$ cat config.mk
export PLATFORM = sky130hd
export DESIGN_NAME = vga_timing_gen
export DESIGN_NICKNAME = d
export VERILOG_FILES = /design/src/rtl/vga_timing_gen.sv
export SDC_FILE = /design/constraint.sdc
export NUM_CORES = 1
export LEC_CHECK = 0
export BUFFER_PORTS_ARGS = -buffer_cell sky130_fd_sc_hd__buf_4
export CAP_MARGIN = 20
export CORE_MARGIN = 5
export CORE_UTILIZATION = 55
export CTS_CLUSTER_DIAMETER = 50
export CTS_CLUSTER_SIZE = 8
export DETAILED_ROUTE_END_ITERATION = 6
export GPL_ROUTABILITY_DRIVEN = 0
export GPL_TIMING_DRIVEN = 0
export PLACE_DENSITY = 0.82
export SETUP_SLACK_MARGIN = 0.05
export SYNTH_ARGS = -nofsm -noshare
export SYNTH_HDL_FRONTEND = slang
export SYNTH_SLANG_ARGS = --single-unit
$ cat constraint.sdc
create_clock -name clk -period 3.8 [get_ports clk]
set_input_delay 0.38 -clock clk [delete_from_list [all_inputs] [get_ports clk]]
set_output_delay 0.38 -clock clk [all_outputs]
set_load 0.005 [all_outputs]
$ cat src/rtl/vga_timing_gen.sv
// VGA raster timing generator: divides clk to a pixel tick, walks the H x V raster,
// issues pixel requests FETCH_LAT ticks early and emits aligned sync/DE/RGB.
module vga_timing_gen #(
    parameter int H_ACTIVE  = 640,
    parameter int H_FP      = 16,
    parameter int H_SYNC    = 96,
    parameter int H_BP      = 48,
    parameter int V_ACTIVE  = 480,
    parameter int V_FP      = 10,
    parameter int V_SYNC    = 2,
    parameter int V_BP      = 33,
    parameter int CLK_DIV   = 2,
    parameter bit HS_POL    = 1'b0,
    parameter bit VS_POL    = 1'b0,
    parameter int FETCH_LAT = 2,
    parameter int CW        = 3
) (
    input  logic            clk,
    input  logic            rst,
    output logic [9:0]      req_row,
    output logic [9:0]      req_col,
    output logic            req_valid,
    output logic            req_tick,
    input  logic [3*CW-1:0] pix_rgb,
    output logic            hsync,
    output logic            vsync,
    output logic            de,
    output logic [CW-1:0]   red,
    output logic [CW-1:0]   green,
    output logic [CW-1:0]   blue,
    output logic            frame_start,
    output logic [15:0]     frame_count
);
    localparam int H_TOTAL = H_ACTIVE + H_FP + H_SYNC + H_BP;
    localparam int V_TOTAL = V_ACTIVE + V_FP + V_SYNC + V_BP;
    localparam int DW      = (CLK_DIV > 1) ? $clog2(CLK_DIV) : 1;
    localparam logic [DW-1:0] DIV_LAST = DW'(CLK_DIV - 1);
    // At least one pipeline slot exists so the array is legal; it is bypassed when FETCH_LAT is 0.
    localparam int PL      = (FETCH_LAT > 0) ? FETCH_LAT : 1;

    typedef struct packed {
        logic hs;
        logic vs;
        logic act;
        logic sof;
    } attr_t;

    logic [DW-1:0]   div_q, div_d;
    logic [9:0]      col_q, col_d;
    logic [9:0]      row_q, row_d;
    attr_t           pipe_q [PL];
    attr_t           pipe_d [PL];
    attr_t           cur, tail;
    logic            tick;
    logic            req_tick_q, req_tick_d;
    logic            hsync_q, hsync_d;
    logic            vsync_q, vsync_d;
    logic            de_q, de_d;
    logic [3*CW-1:0] rgb_q, rgb_d;
    logic            frame_start_q, frame_start_d;
    logic [15:0]     frame_count_q, frame_count_d;
    logic            started_q, started_d;

    always_comb begin
        tick    = (div_q == DIV_LAST);
        cur.hs  = (col_q >= 10'(H_ACTIVE + H_FP)) && (col_q < 10'(H_ACTIVE + H_FP + H_SYNC));
        cur.vs  = (row_q >= 10'(V_ACTIVE + V_FP)) && (row_q < 10'(V_ACTIVE + V_FP + V_SYNC));
        cur.act = (row_q < 10'(V_ACTIVE)) && (col_q < 10'(H_ACTIVE));
        cur.sof = (row_q == 10'd0) && (col_q == 10'd0);
        tail    = (FETCH_LAT == 0) ? cur : pipe_q[PL-1];

        div_d         = div_q;
        col_d         = col_q;
        row_d         = row_q;
        pipe_d        = pipe_q;
        req_tick_d    = tick;
        hsync_d       = hsync_q;
        vsync_d       = vsync_q;
        de_d          = de_q;
        rgb_d         = rgb_q;
        frame_start_d = 1'b0;
        frame_count_d = frame_count_q;
        started_d     = started_q;

        if (tick) begin
            div_d = '0;
            if (col_q == 10'(H_TOTAL - 1)) begin
                col_d = 10'd0;
                row_d = (row_q == 10'(V_TOTAL - 1)) ? 10'd0 : row_q + 10'd1;
            end else begin
                col_d = col_q + 10'd1;
            end

            pipe_d[0] = cur;
            for (int i = 1; i < PL; i++) begin
                pipe_d[i] = pipe_q[i-1];
            end

            hsync_d = tail.hs ? HS_POL : ~HS_POL;
            vsync_d = tail.vs ? VS_POL : ~VS_POL;
            de_d    = tail.act;
            rgb_d   = tail.act ? pix_rgb : '0;
            // The first start-of-frame after reset opens a frame rather than completing one.
            if (tail.sof) begin
                frame_start_d = 1'b1;
                started_d     = 1'b1;
                if (started_q) begin
                    frame_count_d = frame_count_q + 16'd1;
                end
            end
        end else begin
            div_d = div_q + 1'b1;
        end
    end

    always_ff @(posedge clk) begin
        if (rst) begin
            div_q         <= '0;
            col_q         <= '0;
            row_q         <= '0;
            for (int i = 0; i < PL; i++) begin
                pipe_q[i] <= '0;
            end
            req_tick_q    <= 1'b0;
            hsync_q       <= ~HS_POL;
            vsync_q       <= ~VS_POL;
            de_q          <= 1'b0;
            rgb_q         <= '0;
            frame_start_q <= 1'b0;
            frame_count_q <= '0;
            started_q     <= 1'b0;
        end else begin
            div_q         <= div_d;
            col_q         <= col_d;
            row_q         <= row_d;
            pipe_q        <= pipe_d;
            req_tick_q    <= req_tick_d;
            hsync_q       <= hsync_d;
            vsync_q       <= vsync_d;
            de_q          <= de_d;
            rgb_q         <= rgb_d;
            frame_start_q <= frame_start_d;
            frame_count_q <= frame_count_d;
            started_q     <= started_d;
        end
    end

    assign req_row     = row_q;
    assign req_col     = col_q;
    assign req_valid   = cur.act;
    assign req_tick    = req_tick_q;
    assign hsync       = hsync_q;
    assign vsync       = vsync_q;
    assign de          = de_q;
    assign red         = rgb_q[3*CW-1 -: CW];
    assign green       = rgb_q[2*CW-1 -: CW];
    assign blue        = rgb_q[CW-1:0];
    assign frame_start = frame_start_q;
    assign frame_count = frame_count_q;
endmodule

==> reports/qor.csv, run 1 <==
metric,value,unit
syn avg cell area,8.933,um2
post-synth top area share,45.89,%
post-synth top area cell,dfxtp_1,
Tmin final,2.055,ns
clk buf depth,2,
critical path startpoint,req_col[1],
Worst Setup End Kind,register,
Final Hold Viols,0,
worst slew pin tran,0.5697,ns
setup tns final,0,ns
Core ar.,0.004661,mm2
Syn. warnings,0,
# clock sinks,60,
# fillers,373,
VDD IR max,0.2481,mV
Hold Startpoint,pix_rgb[3],
DRC viols,0,
HPWL after DPL,4615,um
Synth Instances,293,
IO Port Bufs,61,
ys async rst share,0,%
Post-Place Setup Slack,1.730,ns
ant diodes,0,
"Arr. time, crit path",2.25,ns
"commonest cells after routing, fill and taps aside","61 x buf_4, 60 x dfxtp_1, 46 x nor2_1",
sequential share of the synthesized area,45.89,%
Worst R2R Start,req_col[1],
Synth Register Bits,60,
Pwr Density,368.9,mW/mm2
1st-pass router iterations,4,
hold buffers post-CTS,0,
"most common cell after layout, fill and taps aside",buf_4,
routed vias,2388,
die height,78.99,um
post-route ant nets,0,
r2r setup slk,1.75,ns
DR vias/cell,5.632,
cts bufs inserted,9,
status,"complete, no violations",
startpoint types,register,
die footprint,0.006239,mm2
TritonCTS clock tree,done,
"Setup violations, final",0,
max cap viols,0,
vias in the first global route,2347,
first-pass GRT wire length,10760,um
Worst-path clk slew,0.06,ns
Synth cell types,41,
normalized max-slew margin,61.62,%
most area-consuming cells after synthesis,"dfxtp_1 46%, nor2_1 6.6%, xor2_1 4.0%",
Post-synth EDFFs,0,
worst min-delay path category,in2reg,
prevailing post-synth register cell,dfxtp_1,
Initial Utilization,56.16,%
CP Max Fanout,8,
Die X,78.99,um
number of DRC markers in iteration 0,157,
grt total ovfl,0,
Final Cycle Share,54.07,%
Worst Skew,0.004832,ns
Leak Pwr,1.343,nW
Post-CTS Setup Bufs,0,
Root Driver,clkbuf_8,
final worst setup slack,1.745,ns
floorplan row count,25,
largest net degree at the start of global routing,11,
f_max,0.4867,GHz
CP required,3.99,ns
Nets,382,
layout cell share with drive strength beyond 1,22.70,%
max-slew violations,0,
final wirelength,6391,um
post-CTS sizing,0,
Post-Syn Area,0.002618,mm2
wire length per cell,15.07,um
critical path class,reg2reg,
# H-tree levels,3,
num ports,62,
Global Route Usage Sum,22.09,%
Area Growth Syn to Fin,27.01,%
syn nets,310,
initial antenna violation count,0,
RSZ-0062 raised after global routing,false,
later-pin clock latency in the skew report,0.33,ns
registers in the layout, indices dropped and copies added, names as in the netlist:
register / count
de: 1
started_q: 1
vsync: 1
frame_count: 16
rgb_q: 9
frame_start: 1
pipe_q: 8
hsync: 1
req_tick: 1
req_row: 10
req_col: 10
div_q: 1
through the flow:
stage / instance area (um2) / std cells / util, % / hold slack [ns] / total power [mW]
after global placement: 3143 / 408 / 67.44 / 0.4545 / 0.7144
after detailed placement: 3143 / 408 / 67.44 / 0.4622 / 0.7165
after CTS: 3324 / 424 / 71.33 / 0.2703 / 1.237
after global routing: 3324 / 424 / 71.33 / 0.2775 / 1.281
final: 3324 / 424 / 71.33 / 0.2782 / 1.226
after floorplan: 2618 / 293 / - / 0.4248 / 0.6878
critical path: stages, from the launching register on:
cell	delay [ns]
dfxtp_1	0.41
ha_1	0.29
nand2_1	0.10
or3_1	0.39
buf_6	0.14
o21ai_0	0.47
a21oi_1	0.10
layout make-up:
| class | count | area [um2] | share of cell area (%) |
|---|---|---|---|
| inverter | 9 | 33.78 | 1.016 |
| buffer | 10 | 47.55 | 1.430 |
| sequential | 60 | 1201 | 36.13 |
| clock inverter | 1 | 5.005 | 0.1505 |
| clock buffer | 15 | 176.4 | 5.307 |
| timing repair buffer | 61 | 457.9 | 13.77 |
| tap | 54 | 67.56 | 2.032 |
| multi-input combinational | 214 | 1335 | 40.16 |
routing by layer:
| layer | vias to the layer above | part of all wire [%] | track usage (%) |
|---|---|---|---|
| met5 | - | 0 | 0 |
| met4 | 0 | 1.4 | 8.247 |
| met3 | 9 | 5.8 | 7.256 |
| met2 | 61 | 48 | 34.09 |
| met1 | 1127 | 45 | 28.72 |
| li1 | 1191 | - | - |
where the power goes:
group / total [mW] / switching [mW] / internal (mW) / leakage [nW]
clock: 0.523 / 0.233 / 0.290 / 0.0937
combinational: 0.0569 / 0.0327 / 0.0242 / 0.765
sequential: 0.646 / 0.00906 / 0.637 / 0.485
total: 1.23 / 0.275 / 0.952 / 1.34
path summary, 6_finish.rpt:
check | endpoint | cells past startpoint
setup / recovery | req_row[8] | 6
hold / removal | rgb_q[3] | 3
setup reg to reg | req_row[8] | 6
hold reg to reg | pipe_q[5] | 1
cells in the mapped netlist, types with 7 or more instances:
master	count
and3_1	7
xor2_1	12
a22oi_1	10
dfxtp_1	60
inv_1	9
mux2i_1	7
xnor2_1	10
nor2_1	46
nand2_1	20
nand3_1	20
a21oi_1	12
nand4_1	11
cells by family (layout without fill, tap and decap cells):
| group | after synthesis | after routing | share of synthesized area, % |
|---|---|---|---|
| buffers and inverters | 19 | 96 | 3.107 |
| AOI/OAI and AO/OA | 37 | 37 | 9.083 |
| xor gates and xnor gates | 22 | 22 | 7.361 |
| adders and majority gates | 6 | 6 | 2.868 |
| and+or+nand+nor | 141 | 141 | 28.59 |
| muxes | 8 | 8 | 3.107 |
| DFF | 60 | 60 | 45.89 |
No activity file was read; power rests on OpenSTA's default activity.
==> run 2: changes to the inputs <==
--- a/config.mk
+++ b/config.mk
@@ -5,16 +5,17 @@
 export SDC_FILE = /design/constraint.sdc
 export NUM_CORES = 1
 export LEC_CHECK = 0
+export ABC_AREA = 1
 export BUFFER_PORTS_ARGS = -buffer_cell sky130_fd_sc_hd__buf_4
 export CAP_MARGIN = 20
 export CORE_MARGIN = 5
-export CORE_UTILIZATION = 55
+export CORE_UTILIZATION = 48
 export CTS_CLUSTER_DIAMETER = 50
 export CTS_CLUSTER_SIZE = 8
 export DETAILED_ROUTE_END_ITERATION = 6
 export GPL_ROUTABILITY_DRIVEN = 0
 export GPL_TIMING_DRIVEN = 0
-export PLACE_DENSITY = 0.82
+export PLACE_DENSITY = 0.75
 export SETUP_SLACK_MARGIN = 0.05
 export SYNTH_ARGS = -nofsm -noshare
 export SYNTH_HDL_FRONTEND = slang
==> constraint.sdc (replaced) <==
create_clock -name clk -period 1.8 [get_ports clk]
set_input_delay 0.18 -clock clk [delete_from_list [all_inputs] [get_ports clk]]
set_output_delay 0.18 -clock clk [all_outputs]
set_load 0.005 [all_outputs]
==> reports/qor.csv, run 2 <==
metric,value,unit
RSZ-0062 raised after global routing,true,
post-route ant nets,0,
startpoint types,register,
max-slew violations,0,
Worst path slowest cell,dfxtp_1,
normalized max-slew margin,67.08,%
wire length per cell,13.03,um
Synth Register Bits,60,
Tmin final,1.636,ns
syn avg cell area,7.521,um2
Global Route Usage Sum,18.94,%
"Arr. time, crit path",1.46,ns
final wirelength,6593,um
R2R Path End,req_row[1],
Final Hold Viols,0,
first-pass GRT wire length,11210,um
post-synth top area share,44.61,%
Nets,446,
worst min-delay path category,in2reg,
cts bufs inserted,9,
ant diodes,0,
Pwr Density,850.3,mW/mm2
Area after DPL,0.003233,mm2
M3 GR Usage,5.437,%
status,"complete, no violations",
footprint of the multi-input gates,0.001274,mm2
later-pin clock latency in the skew report,0.34,ns
"commonest cells after routing, fill and taps aside","68 x nand2_1, 62 x buf_4, 58 x dfxtp_1",
Leak Pwr,1.439,nW
Post-Syn Area,0.002693,mm2
floorplan row count,27,
post-synth top area cell,dfxtp_1,
design area,0.003491,mm2
TritonCTS clock tree,done,
"Setup violations, final",0,
max reg flops,16,
CP Max Fanout,7,
1st-pass router iterations,4,
CP required,1.62,ns
total power,2.968,mW
# H-tree levels,3,
max cap viols,0,
FF+latch area,0.001204,mm2
r2r setup slk,0.17,ns
Post-CTS Setup Bufs,0,
die height,84.90,um
worst slew pin tran,0.4939,ns
Hold Path Depth,2,
sequential share of the synthesized area,44.61,%
Final Cycle Share,90.90,%
most frequent cell after synthesis,nand2_1,
Synth Instances,358,
worst r2r path cells,7,
# clock sinks,60,
vias in the first global route,2540,
die footprint,0.007207,mm2
grt total ovfl,0,
initial antenna violation count,0,
DR vias/cell,5.152,
Final Util,63.79,%
Core ar.,0.005473,mm2
critical path startpoint,req_row[7],
DRC viols,0,
Worst Setup End Kind,output port,
CP cell instances,nand2_1 > nor2_2 > nor2_1 > nand3_1 > inv_1 > buf_4,
gr busiest metal,met2,
largest net degree at the start of global routing,13,
Area Growth Syn to Fin,29.65,%
Post-synth EDFFs,0,
prevailing post-synth register cell,dfxtp_1,
Syn. warnings,0,
HPWL after DPL,4846,um
num ports,62,
IO Port Bufs,60,
syn nets,375,
critical path class,reg2out,
# fillers,499,
GR Util met1,21.68,%
top post-synthesis cells by count,"69 x nand2_1, 60 x dfxtp_1, 50 x nor2_1",
"most common cell after layout, fill and taps aside",nand2_1,
setup tns final,0,ns
Root Driver,clkbuf_8,
most area-consuming cells after synthesis,"dfxtp_1 45%, nand2_1 9.6%, nor2_1 7.0%",
met2 GRT Util,32.53,%
Worst-path clk slew,0.07,ns
clk buf depth,2,
number of DRC markers in iteration 0,103,
Worst R2R Start,req_col[1],
Synth cell types,34,
Worst Skew,0.006765,ns
hold slack,0.08424,ns
layout cell share with drive strength beyond 1,22.58,%
Initial Utilization,49.20,%
Die X,84.90,um
VDD IR max,0.7397,mV
f_max,0.6112,GHz
routed vias,2607,
Slowest Stage Delay on Critical Path,0.45,ns
ys async rst share,0,%
Critical Path End,req_valid,
==> run 2: changes by cell type after synthesis, sizes merged, moves of 7 or more <==
cell | previous run | this run
nand2 | 20 | 72
and3 | 7 | 0
a21oi | 12 | 21
a22oi | 10 | 0
nor2 | 46 | 54
a32o | 0 | 9
nor4 | 8 | 1
o21ai | 6 | 25
xnor2 | 10 | 2
inv | 9 | 46
mux2i | 7 | 0
==> run 2: power breakdown <==
group          switching [mW]  internal [mW]
sequential             0.0115           1.34
combinational          0.0643         0.0424
clock                   0.580          0.928
total                   0.656           2.31
==> run 2: layer usage <==
| metal | vias up | routed length (um) |
|---|---|---|
| met5 | - | 0 |
| met2 | 64 | 3220 |
| li1 | 1312 | - |
| met1 | 1222 | 2850 |
| met4 | 0 | 106 |
| met3 | 9 | 416 |
==> run 2: per-stage QoR <==
step                cells  setup WS, ns
global placement      490        0.2339
finish                506        0.1638
detailed placement    490        0.2003
global route          506       0.02947
CTS                   506       0.09704
floorplan             358        0.4158
==> run 2: cell type report <==
| class | count | share of cell area, % |
|---|---|---|
| inverters | 47 | 5.054 |
| plain buffers | 8 | 1.398 |
| clock buffers | 9 | 3.548 |
| clock inverters | 7 | 3.548 |
| multi-input cells | 243 | 36.49 |
| flip-flops and latches | 60 | 34.48 |
| well taps | 72 | 2.581 |
| repair buffers | 60 | 12.90 |
==> run 2: cell families (layout without fill, tap and decap cells) <==
logic type | after synthesis | in the layout | share of synthesized area (%)
simple gates | 166 | 166 | 27.60
flops | 60 | 60 | 44.61
compound gates | 62 | 62 | 13.80
fa+ha+maj | 6 | 6 | 2.788
buf+inv | 55 | 131 | 8.271
xor+xnor | 9 | 9 | 2.928
==> run 2: worst max-delay path, delay by kind of cell (launching register included) <==
kind	cells	cell delay [ns]
and+or+nand+nor	4	0.47
DFF	1	0.45
buffers and inverters	2	0.19
==> run 2: timing repair <==
item,CTS,global route
endpoints found under the setup margin,1,4
hold buffers,0,0
pin swaps,0,1
gates resized for setup,1,5
==> run 2: how the worst min path moves through the flow <==
stage                     from        to  slack (ns)
floorplan           pix_rgb[0]  rgb_q[0]        0.35
global placement     pipe_q[3]     hsync        0.43
detailed placement   pipe_q[3]     hsync        0.43
CTS                 pix_rgb[1]  rgb_q[1]        0.08
global route        pix_rgb[2]  rgb_q[2]        0.09
finish              pix_rgb[0]  rgb_q[0]        0.08
==> run 3: changes to the inputs <==
==> constraint.sdc (replaced) <==
create_clock -name clk -period 1.5 [get_ports clk]
set_input_delay 0.15 -clock clk [delete_from_list [all_inputs] [get_ports clk]]
set_output_delay 0.15 -clock clk [all_outputs]
set_load 0.005 [all_outputs]
==> reports/qor.csv, run 3 (same netlist as run 2, synthesis figures left out) <==
metric,value,unit
Pwr Density,954.2,mW/mm2
worst min-delay path category,in2reg,
1st-pass router iterations,4,
max-slew violations,0,
layout cell share with drive strength beyond 1,32.07,%
die height,84.90,um
cts bufs inserted,9,
Die X,84.90,um
CP Max Fanout,6,
Worst-path clk slew,0.07,ns
status,"complete, no violations",
Final Cycle Share,92.70,%
first-pass GRT wire length,11650,um
final worst setup slack,0.1095,ns
Tmin final,1.391,ns
Area Growth Syn to Fin,38.71,%
initial antenna violation count,0,
post-route insts no fill,521,
Worst Skew,0.006403,ns
grt total ovfl,0,
TritonCTS clock tree,done,
Worst Setup End Kind,output port,
largest net degree at the start of global routing,13,
number of DRC markers in iteration 0,200,
max reg flops,16,
later-pin clock latency in the skew report,0.34,ns
normalized max-slew margin,65.17,%
"commonest cells after routing, fill and taps aside","74 x buf_4, 66 x nand2_1, 45 x nor2_1",
ant diodes,0,
RSZ-0062 raised after global routing,true,
startpoint types,register,
critical path class,reg2out,
vias in the first global route,2634,
clk buf depth,2,
DR vias/cell,5.236,
# H-tree levels,3,
Net Sw Frac,22.26,%
die footprint,0.007207,mm2
IO Port Bufs,60,
"most common cell after layout, fill and taps aside",buf_4,
cell total after placement,490,
routed vias,2728,
VDD IR max,0.8890,mV
HPWL after DPL,4846,um
Final Hold Viols,0,
Post-Place Setup Slack,-0.09969,ns
Global Route Usage Sum,19.77,%
floorplan row count,27,
Initial Utilization,49.20,%
final wirelength,7107,um
Sequential Power Share,45.3,%
wire length per cell,13.64,um
# fillers,458,
# clock sinks,60,
worst slew pin tran,0.5224,ns
Root Driver,clkbuf_8,
CP required,1.35,ns
post-route ant nets,0,
Int Power,2.771,mW
net switching power,793.2,uW
Nets,461,
f_max,0.7191,GHz
Leak Pwr,1.575,nW
Clk pwr share,50.8,%
DRC viols,0,
"Setup violations, final",0,
Comb power frac,3.9,%
Core ar.,0.005473,mm2
max cap viols,0,
num ports,62,
"Arr. time, crit path",1.24,ns
run 3: area by class of cell:
class	count	area [um2]	area share [%]
Multi-Input combinational cell	243	1344	35.98
Timing Repair Buffer	75	579.3	15.51
Clock buffer	9	123.9	3.317
Sequential cell	60	1244	33.30
Clock inverter	7	123.9	3.317
Tap cell	72	90.09	2.412
Buffer	8	52.55	1.407
Inverter	47	177.7	4.757
run 3: metrics by stage:
step / cell area (um2) / total power, mW / utilization [%] / hold WS [ns] / TNS [ns]
after floorplan: 2693 / 1.729 / - / 0.3175 / 0
after global placement: 3233 / 1.786 / 59.08 / 0.4012 / -0.2891
after detailed placement: 3233 / 1.790 / 59.08 / 0.4077 / -0.7084
after CTS: 3606 / 3.578 / 65.89 / 0.04969 / 0
after global routing: 3735 / 3.685 / 68.24 / 0.05055 / 0
final: 3735 / 3.564 / 68.24 / 0.06034 / 0
run 3: critical path, cell delays in order (launching register included):
cell and delay (ns):
dfxtp_4 0.38, nand2_2 0.08, nor2_4 0.12, nor2_2 0.05
nand3_2 0.09, inv_1 0.05, buf_4 0.13
run 3: path summary, 6_finish.rpt:
| kind | cells past startpoint | to | slack (ns) | from |
|---|---|---|---|---|
| setup / recovery | 6 | req_valid | 0.11 | req_row[6] |
| hold / removal | 2 | rgb_q[0] | 0.06 | pix_rgb[0] |
| setup reg to reg | 8 | req_row[9] | 0.11 | req_col[0] |
| hold reg to reg | 1 | hsync | 0.44 | pipe_q[3] |
run 3: layer usage:
layer / GRT usage [%] / routed length (um)
met1: 22.41 / 2878
met2: 33.52 / 3553
met3: 6.408 / 546
met4: 9.496 / 129
met5: 0 / 0
run 3: power by group through the flow:
stage / logic (mW) / registers, mW / clock network (mW)
after floorplan: 0.0706 / 1.66 / 0
after global placement: 0.126 / 1.66 / 0
after detailed placement: 0.130 / 1.66 / 0
after CTS: 0.137 / 1.62 / 1.82
after global routing: 0.157 / 1.62 / 1.91
final: 0.140 / 1.61 / 1.81
run 3: what timing repair did:
action / in CTS / in global routing
hold endpoints to repair: 0 / 0
resized for setup: 21 / 33
endpoints found under the setup margin: 15 / 29
pin swaps: 4 / 4
cloned: 1 / 0
hold buffers: 0 / 0
buffers inserted: 10 / 4
